<file path="src/rtl/frame_stream_if.sv">
// AXI-Stream pixel channel between the frame reader and the convolution datapath.
// A beat transfers on a rising edge where tvalid && tready. Once tvalid is high the payload holds until that handshake.
interface frame_stream_if #(
    parameter int DATA_W = 16
);
    logic [DATA_W-1:0] tdata;
    logic              tvalid;
    logic              tready;
    logic              tlast;
    logic              tuser;

    modport master (output tdata, output tvalid, output tlast, output tuser, input tready);
    modport slave  (input tdata, input tvalid, input tlast, input tuser, output tready);
endinterface

</file>
<file path="src/rtl/frame_stream_reader.sv">
// Reads one IMG_W x IMG_H frame from a 1-cycle-latency BRAM and streams it out as AXI-Stream.
// tuser marks pixel 0 and tlast marks the final pixel.
module frame_stream_reader #(
    parameter int DATA_W = 16,
    parameter int IMG_W  = 128,
    parameter int IMG_H  = 128,
    parameter int ADDR_W = 14
) (
    input  logic              aclk,
    input  logic              aresetn,
    input  logic              start,
    input  logic [ADDR_W-1:0] base_addr,
    output logic              busy,
    output logic              done,
    output logic              bram_en,
    output logic [ADDR_W-1:0] bram_addr,
    input  logic [DATA_W-1:0] bram_rdata,
    frame_stream_if.master    m_axis,
    output logic [0:0]        state_dbg
);
    localparam int NPIX  = IMG_W * IMG_H;
    localparam int IDX_W = (NPIX > 1) ? $clog2(NPIX) : 1;
    localparam logic [IDX_W-1:0] LAST_IDX = IDX_W'(NPIX - 1);

    typedef enum logic [0:0] {
        S_IDLE   = 1'b0,
        S_STREAM = 1'b1
    } state_t;

    typedef struct packed {
        logic [DATA_W-1:0] data;
        logic              last;
        logic              user;
    } beat_t;

    state_t            state_q, state_d;
    logic [ADDR_W-1:0] base_q;
    logic [IDX_W-1:0]  rd_idx_q;
    logic              all_issued_q;
    logic              inflight_q;
    logic              tag_last_q;
    logic              tag_user_q;
    logic              done_q;

    beat_t             fifo_q [2];
    logic              wr_ptr_q;
    logic              rd_ptr_q;
    logic [1:0]        count_q;

    beat_t             head;
    logic              tvalid;
    logic              pop;
    logic              push;
    logic [1:0]        occ;
    logic              issue;
    logic              accept;
    logic              last_hs;

    // Occupancy counts the read still in flight so the 2-entry buffer can never overflow.
    always_comb begin
        head    = fifo_q[rd_ptr_q];
        tvalid  = (count_q != 2'd0);
        pop     = tvalid && m_axis.tready;
        push    = inflight_q;
        occ     = count_q + {1'b0, inflight_q};
        accept  = (state_q == S_IDLE) && start;
        last_hs = pop && head.last;
        issue   = (state_q == S_STREAM) && !all_issued_q &&
                  ((occ < 2'd2) || ((occ == 2'd2) && pop));
    end

    always_comb begin
        state_d = state_q;
        case (state_q)
            S_IDLE:   if (accept)  state_d = S_STREAM;
            S_STREAM: if (last_hs) state_d = S_IDLE;
            default:               state_d = S_IDLE;
        endcase
    end

    always_ff @(posedge aclk) begin
        if (!aresetn) begin
            state_q      <= S_IDLE;
            base_q       <= '0;
            rd_idx_q     <= '0;
            all_issued_q <= 1'b0;
            inflight_q   <= 1'b0;
            tag_last_q   <= 1'b0;
            tag_user_q   <= 1'b0;
            done_q       <= 1'b0;
            wr_ptr_q     <= 1'b0;
            rd_ptr_q     <= 1'b0;
            count_q      <= 2'd0;
            for (int i = 0; i < 2; i++) begin
                fifo_q[i] <= '0;
            end
        end else begin
            state_q <= state_d;
            done_q  <= (state_q == S_STREAM) && last_hs;

            if (accept) begin
                base_q       <= base_addr;
                rd_idx_q     <= '0;
                all_issued_q <= 1'b0;
            end else if (issue) begin
                if (rd_idx_q == LAST_IDX) begin
                    all_issued_q <= 1'b1;
                end else begin
                    rd_idx_q <= rd_idx_q + 1'b1;
                end
            end

            // Frame markers are decided at issue time and ride along with the read.
            inflight_q <= issue;
            if (issue) begin
                tag_last_q <= (rd_idx_q == LAST_IDX);
                tag_user_q <= (rd_idx_q == '0);
            end

            if (push) begin
                fifo_q[wr_ptr_q] <= '{data: bram_rdata, last: tag_last_q, user: tag_user_q};
                wr_ptr_q         <= ~wr_ptr_q;
            end
            if (pop) begin
                rd_ptr_q <= ~rd_ptr_q;
            end
            case ({push, pop})
                2'b10:   count_q <= count_q + 2'd1;
                2'b01:   count_q <= count_q - 2'd1;
                default: count_q <= count_q;
            endcase
        end
    end

    always_comb begin
        busy          = (state_q == S_STREAM);
        done          = done_q;
        bram_en       = issue;
        bram_addr     = issue ? (base_q + ADDR_W'(rd_idx_q)) : '0;
        m_axis.tvalid = tvalid;
        m_axis.tdata  = tvalid ? head.data : '0;
        m_axis.tlast  = tvalid && head.last;
        m_axis.tuser  = tvalid && head.user;
        state_dbg     = state_q;
    end
endmodule

</file>
<file path="src/flat_wrapper.sv">
// flat-port wrapper written by rule: the top's interface ports become plain ports
module frame_stream_reader_flat 
#(
    parameter int DATA_W = 16,
    parameter int IMG_W  = 128,
    parameter int IMG_H  = 128,
    parameter int ADDR_W = 14
)
  (aclk, aresetn, start, base_addr, busy, done, bram_en, bram_addr, bram_rdata, state_dbg, m_axis_tdata, m_axis_tvalid, m_axis_tlast, m_axis_tuser, m_axis_tready);
  frame_stream_if #(.DATA_W(DATA_W)) m_axis_i ();
  input  logic aclk;
  input  logic aresetn;
  input  logic start;
  input  logic [ADDR_W-1:0] base_addr;
  output logic busy;
  output logic done;
  output logic bram_en;
  output logic [ADDR_W-1:0] bram_addr;
  input  logic [DATA_W-1:0] bram_rdata;
  output logic [0:0] state_dbg;
  output wire logic [$bits(m_axis_i.tdata)-1:0] m_axis_tdata;
  output wire logic [$bits(m_axis_i.tvalid)-1:0] m_axis_tvalid;
  output wire logic [$bits(m_axis_i.tlast)-1:0] m_axis_tlast;
  output wire logic [$bits(m_axis_i.tuser)-1:0] m_axis_tuser;
  input wire logic [$bits(m_axis_i.tready)-1:0] m_axis_tready;
  assign m_axis_tdata = m_axis_i.tdata;
  assign m_axis_tvalid = m_axis_i.tvalid;
  assign m_axis_tlast = m_axis_i.tlast;
  assign m_axis_tuser = m_axis_i.tuser;
  assign m_axis_i.tready = m_axis_tready;
  frame_stream_reader #(.DATA_W(DATA_W), .IMG_W(IMG_W), .IMG_H(IMG_H), .ADDR_W(ADDR_W)) u_core (.aclk(aclk), .aresetn(aresetn), .start(start), .base_addr(base_addr), .busy(busy), .done(done), .bram_en(bram_en), .bram_addr(bram_addr), .bram_rdata(bram_rdata), .m_axis(m_axis_i), .state_dbg(state_dbg));
endmodule
</file>
<file path="config.mk">
export PLATFORM = sky130hd
export DESIGN_NAME = frame_stream_reader_flat
export DESIGN_NICKNAME = d
export VERILOG_FILES = /design/src/rtl/frame_stream_if.sv /design/src/rtl/frame_stream_reader.sv /design/src/flat_wrapper.sv
export SDC_FILE = /design/constraint.sdc
export NUM_CORES = 1
export LEC_CHECK = 0
export CAP_MARGIN = 0
export CORE_MARGIN = 3
export CORE_UTILIZATION = 40
export DETAILED_ROUTE_END_ITERATION = 7
export GPL_TIMING_DRIVEN = 0
export SLEW_MARGIN = 25
export SYNTH_ARGS = -nofsm -noshare
export SYNTH_HDL_FRONTEND = slang
export SYNTH_SLANG_ARGS = --single-unit
</file>
<file path="constraint.sdc">
create_clock -name aclk -period 6.79 [get_ports aclk]
set_input_delay 0.679 -clock aclk [delete_from_list [all_inputs] [get_ports aclk]]
set_output_delay 0.679 -clock aclk [all_outputs]
set_load 0.01 [all_outputs]
</file>
# [Word-level counts from Yosys, hierarchy flattened]
# Memories as Yosys holds them, arrays and structs flattened. A register that Yosys moved wholly into a read port is not among the register bits.
# Cells that the tools add are included.
[word_totals] ram_bits=36 wordCells=60 memories=1 inputBits=34 mem_bits_ro=0 latchBits=0 register_bits=38 out_inout_bits=37
[op_classes] n_mul=0 div_mod_pow=0 magnitude_cmp=1 eq_ne=4 reduce_logical=18 addsub=5 bitwise_logic=5 shifts=0 n_mux=15
[memory_table] memory="u_core.fifo_q" depth=2 word_bits=18 read_ports=1 rd_ports_with_merged_regs=1 write_ports=2 line_no="frame_stream_reader.sv:45" source="beat_t fifo_q [2];"
[ops] op="$mux 18" n=1
[ops] op="$reduce_or 18->1" n=1
[ops] op="$mux 16" n=1
[ops] op="$add 14x1->14 const B" n=1
[ops] op="$add 14x14->14" n=1
[ops] op="$eq 14x14->1 const B" n=1
[ops] op="$logic_not 14->1" n=1
[ops] op="$mux 14" n=1
[ops] op="$mux 1" n=10
[ops] op="$logic_and 1x1->1" n=9
[ops] op="$not 1->1" n=5
[ops] op="$eq 2x2->1 const B" n=2
[ops] op="$pmux 2 s2" n=1
[ops] op="$reduce_and 2->1" n=2
[ops] op="$reduce_bool 2->1" n=2
[ops] op="$add 2x1->2" n=1
[ops] op="$add 2x1->2 const B" n=1
[ops] op="$eq 2x1->1 const B" n=1
[ops] op="$lt 2x2->1 const B" n=1
[ops] op="$pmux 1 s2" n=1
[ops] op="$reduce_or 2->1" n=1
[ops] op="$sub 2x1->2 const B" n=1
[ops] op="$logic_not 1->1" n=1
[ops] op="$logic_or 1x1->1" n=1

# [Longest topological paths before layout]
# Gate-level depths: netlist of run 1.
[depth] ltp_word=6 depth_mapped=8 ltp_nobuf=8

# [Worst setup path before layout of run 1]
# OpenSTA, ideal clock, no wires.
[synth_path] path_kind="reg-to-output" from="reg u_core.rd_idx_q[9]" to="out bram_addr[12]" t_arrival_ns=1.879 path_stages_with_launch=7 path_buffers=0 required_ns=6.111 path_slack_ns=4.232 path_cell_list="dfxtp_1 ha_1 a21oi_1 o21ai_0 or4_1 o21ai_0 mux2i_1"
[synth_via] elab_chain_cells=2
[synth_lines] element="from (decl)" line_no="frame_stream_reader.sv:38" source="logic [IDX_W-1:0] rd_idx_q;"
[synth_lines] element="from (signal assigned)" line_no="frame_stream_reader.sv:109" source="rd_idx_q <= rd_idx_q + 1'b1;"
[synth_lines] element="$add 14x14->14" line_no="frame_stream_reader.sv:139" source="bram_addr = issue ? (base_q + ADDR_W'(rd_idx_q)) : '0;"
[synth_lines] element="$mux 14" line_no="frame_stream_reader.sv:139"
[synth_lines] element="to (decl)" line_no="flat_wrapper.sv:18" source="output logic [ADDR_W-1:0] bram_addr;"
# No other way between the ends.

# [Worst setup path after layout of run 1]
[layout_path] from="reg u_core.rd_idx_q[0]" to="out bram_addr[10]"
# The elaborated chain is that of the path after synthesis.

==> results.json, run 1 <==
{
  "antenna_found_initial": 0,
  "cp.arrival_ns": 2.98,
  "die_h_um": 106,
  "cts_tree": "built",
  "synth_flop_cell": "dfxtp_1",
  "port_buffers": 70,
  "die-area_um2": 11200,
  "r2r_end": "u_core.count_q[1]",
  "synth_nets": 476,
  "synth_edf_count": 36,
  "cellPowerDensity_nw_per_um2": 212,
  "slew_violations": 0,
  "wl_met3_um": 498,
  "total_power_mw": 1.07,
  "p_leak_nw": 1.93,
  "clk_pin_slew_ns": 0.08,
  "drc": 0,
  "areaGrowthSynthToFinish_pct": 26.7,
  "final-hold-violation-count": 0,
  "worstPathRequired_ns": 6.11,
  "start_util": 0.422,
  "min_from": "u_core.base_q[4]",
  "num_rows": 35,
  "ir_drop_v": 0.000106,
  "insertion_delay_ns": 0.34,
  "cts_made_buffers": 9,
  "fp.coreArea_um2": 9460,
  "dr.first_iter.drc_count": 173,
  "hold_ws_ns": 0.464,
  "postCtsSetupRepairBufs": 0,
  "die_w_um": 106,
  "ys_warn_count": 0,
  "met1Wirelength_mm": 4.41,
  "rsz0062_at_grt": "no",
  "drt_pass1_iterations": 4,
  "dr_wl_met2_mm": 4.17,
  "multi_input_area_um2": 2000,
  "cap_violations": 0,
  "syn_avg_cell_area_um2": 9.41,
  "grt_pass1_wl_mm": 15.1,
  "yosys.cell_types.count": 48,
  "ios": 71,
  "syn_area_um2": 3990,
  "gp_congestion": 0.869,
  "final_common_cell": "clkdlybuf4s50_1",
  "crit_fanout": 5,
  "routedWlPerCell_um": 14.3,
  "fillCellCount": 888,
  "final.min_clock_period_ns": 3.66,
  "worstMarginPinSlew_ns": 0.897,
  "crit_end": "bram_addr[10]",
  "cp-end-kind": "primary output",
  "vias_per_cell": 5.02,
  "grt_pass1_vias": 2991,
  "cts.sinks": 75,
  "outcome": "finished clean",
  "layout_common_cells": "clkdlybuf4s50_1, nor2_1, nand2_1",
  "hpwl_mm": 6.88,
  "vias": 3213,
  "drive_gt1_frac": 0.0665,
  "yosysSeqAreaShare": 0.466,
  "cp-start-kind": "flop",
  "cts-resized-gates": 0,
  "worst-r2r-cell-count": 7,
  "synth.ff_latch_count": 75,
  "tns_ns": 0,
  "synthArstFlopShare": 0,
  "nets": 558,
  "antennaDiodeCount": 0,
  "drtAntennaViolNets": 0,
  "fmax_mhz": 273,
  "r2r_setup_slack_ns": 4.60,
  "syn_inst": 424,
  "ff_latch_area_um2": 1860,
  "slew_headroom": 0.402,
  "fin_crit_sh": 0.540,
  "setup_viol": 0,
  "startpoint": "u_core.rd_idx_q[0]",
  "hp-class": "reg -> reg",
  "grt_max_degree": 19,
  "crit_type": "reg -> out",
  "grt_overflow": 0,
  "cts_max_level": 3,
  "cts_max_path_buffers": 2,
  "top_layer": "met4",
  "hold_buffers": 0,
  "finalWirelength_mm": 9.18,
  "fin_worst_skew_ns": 0.00611,
  "regToRegStartpoint": "u_core.count_q[0]",
  "ctsRootBufferMaster": "clkbuf_8",
  "grtUsageTotal": 0.168
}
[metrics by stage]
step | worst slack (ns) | utilization | cell area, um^2 | instances
2_1_floorplan | 4.23 | - | 3990 | 424
3_3_place_gp | 3.14 | 0.513 | 4850 | 623
3_5_place_dp | 3.17 | 0.515 | 4870 | 624
4_1_cts | 3.14 | 0.534 | 5050 | 640
5_1_grt | 2.96 | 0.535 | 5060 | 640
6_report | 3.13 | 0.535 | 5060 | 640
[flip-flops by register name, indices dropped and copies added (netlist names), 2 cells and up, named ones only]
register	flops
u_core.base_q	14
u_core.fifo_q	36
u_core.count_q	2
u_core.rd_idx_q	14
[worst min path at each step]
stage                                   end  slack (ns)  cells after the start
after floorplan           u_core.tag_last_q        0.44                      2
after global placement    u_core.tag_last_q        0.45                      2
after detailed placement   u_core.base_q[4]        0.46                      2
after CTS                  u_core.base_q[4]        0.47                      2
after global routing       u_core.base_q[4]        0.49                      2
final                      u_core.base_q[4]        0.46                      2
[final cells by class]
| type | count | area share |
|---|---|---|
| sequential | 75 | 0.368 |
| tap | 129 | 0.0319 |
| timing repair buffer | 71 | 0.141 |
| clock buffer | 9 | 0.0245 |
| clock inverter | 7 | 0.0116 |
| multi-input combinational | 315 | 0.395 |
| buffer | 18 | 0.0156 |
| inverter | 16 | 0.0119 |
[critical path, cell delays in order, from the launching register on]
cell	delay (ns)
dfxtp_1	0.43
ha_1	0.20
inv_1	0.05
fa_1	0.39
nand2b_1	0.18
a21oi_1	0.30
o21a_1	0.23
o21ai_0	0.15
mux2i_1	0.17
clkdlybuf4s50_1	0.55
[metal layers]
metal	vias up	track usage
met5	-	0
met4	0	0.0509
met3	8	0.0455
met2	76	0.258
met1	1490	0.233
li1	1639	-
[cell usage after synthesis (2+ instances only)]
library cell / number / area, um^2
nor4b_1: 2 / 17.5
dfxtp_1: 39 / 781
nand2_1: 47 / 176
buf_2: 5 / 25.0
and4_1: 2 / 17.5
and2_1: 39 / 244
nand3_1: 7 / 35.0
edfxtp_1: 36 / 1080
or3_1: 3 / 18.8
nor2_1: 52 / 195
nor3_1: 10 / 50.1
xor2_1: 9 / 78.8
xnor2_1: 11 / 96.3
a31oi_1: 3 / 18.8
o21a_1: 2 / 15.0
nor4_1: 4 / 25.0
clkbuf_1: 10 / 37.5
nand2b_1: 7 / 43.8
a21oi_1: 30 / 150
and3_1: 4 / 25.0
inv_1: 15 / 56.3
mux2i_1: 22 / 220
ha_1: 17 / 213
nand4_1: 8 / 50.1
nor2b_1: 3 / 18.8
o21ai_0: 10 / 50.1
a21o_1: 6 / 45.0
[kinds of logic (layout without fill, tap and decap cells)]
| logic type | count (synthesis) | count (layout) | synth area share |
|---|---|---|---|
| adders and majority gates | 18 | 18 | 0.0583 |
| muxes | 22 | 22 | 0.0552 |
| xor gates and xnor gates | 20 | 20 | 0.0439 |
| buffers and inverters | 34 | 121 | 0.0348 |
| and+or+nand+nor | 196 | 196 | 0.253 |
| AOI/OAI and AO/OA | 59 | 59 | 0.0887 |
| DFF | 75 | 75 | 0.466 |
[report_power, final]
| group | leakage (nW) | total (mW) | internal, mW | switching [mW] |
|---|---|---|---|---|
| Combinational | 1.14 | 0.238 | 0.114 | 0.123 |
| Sequential | 0.693 | 0.514 | 0.500 | 0.0149 |
| Clock | 0.0925 | 0.321 | 0.139 | 0.182 |
(Power assumes the default switching activity.)
==> inputs of run 2 (changes only) <==
==> constraint.sdc (replaced) <==
create_clock -name aclk -period 3.8 [get_ports aclk]
set_input_delay 0.38 -clock aclk [delete_from_list [all_inputs] [get_ports aclk]]
set_output_delay 0.38 -clock aclk [all_outputs]
set_load 0.01 [all_outputs]
==> results of run 2 <==
Same layout as run 1 (identical final DEF). Status: finished clean.
Main changes from that run: setup slack after placement 3.17 ns -> 0.783 ns; setup slack after layout 3.13 ns -> 0.435 ns; register-to-register setup slack 4.60 ns -> 1.61 ns; total power 1.07 mW -> 1.92 mW; worst IR drop on VDD 0.000106 V -> 0.000190 V
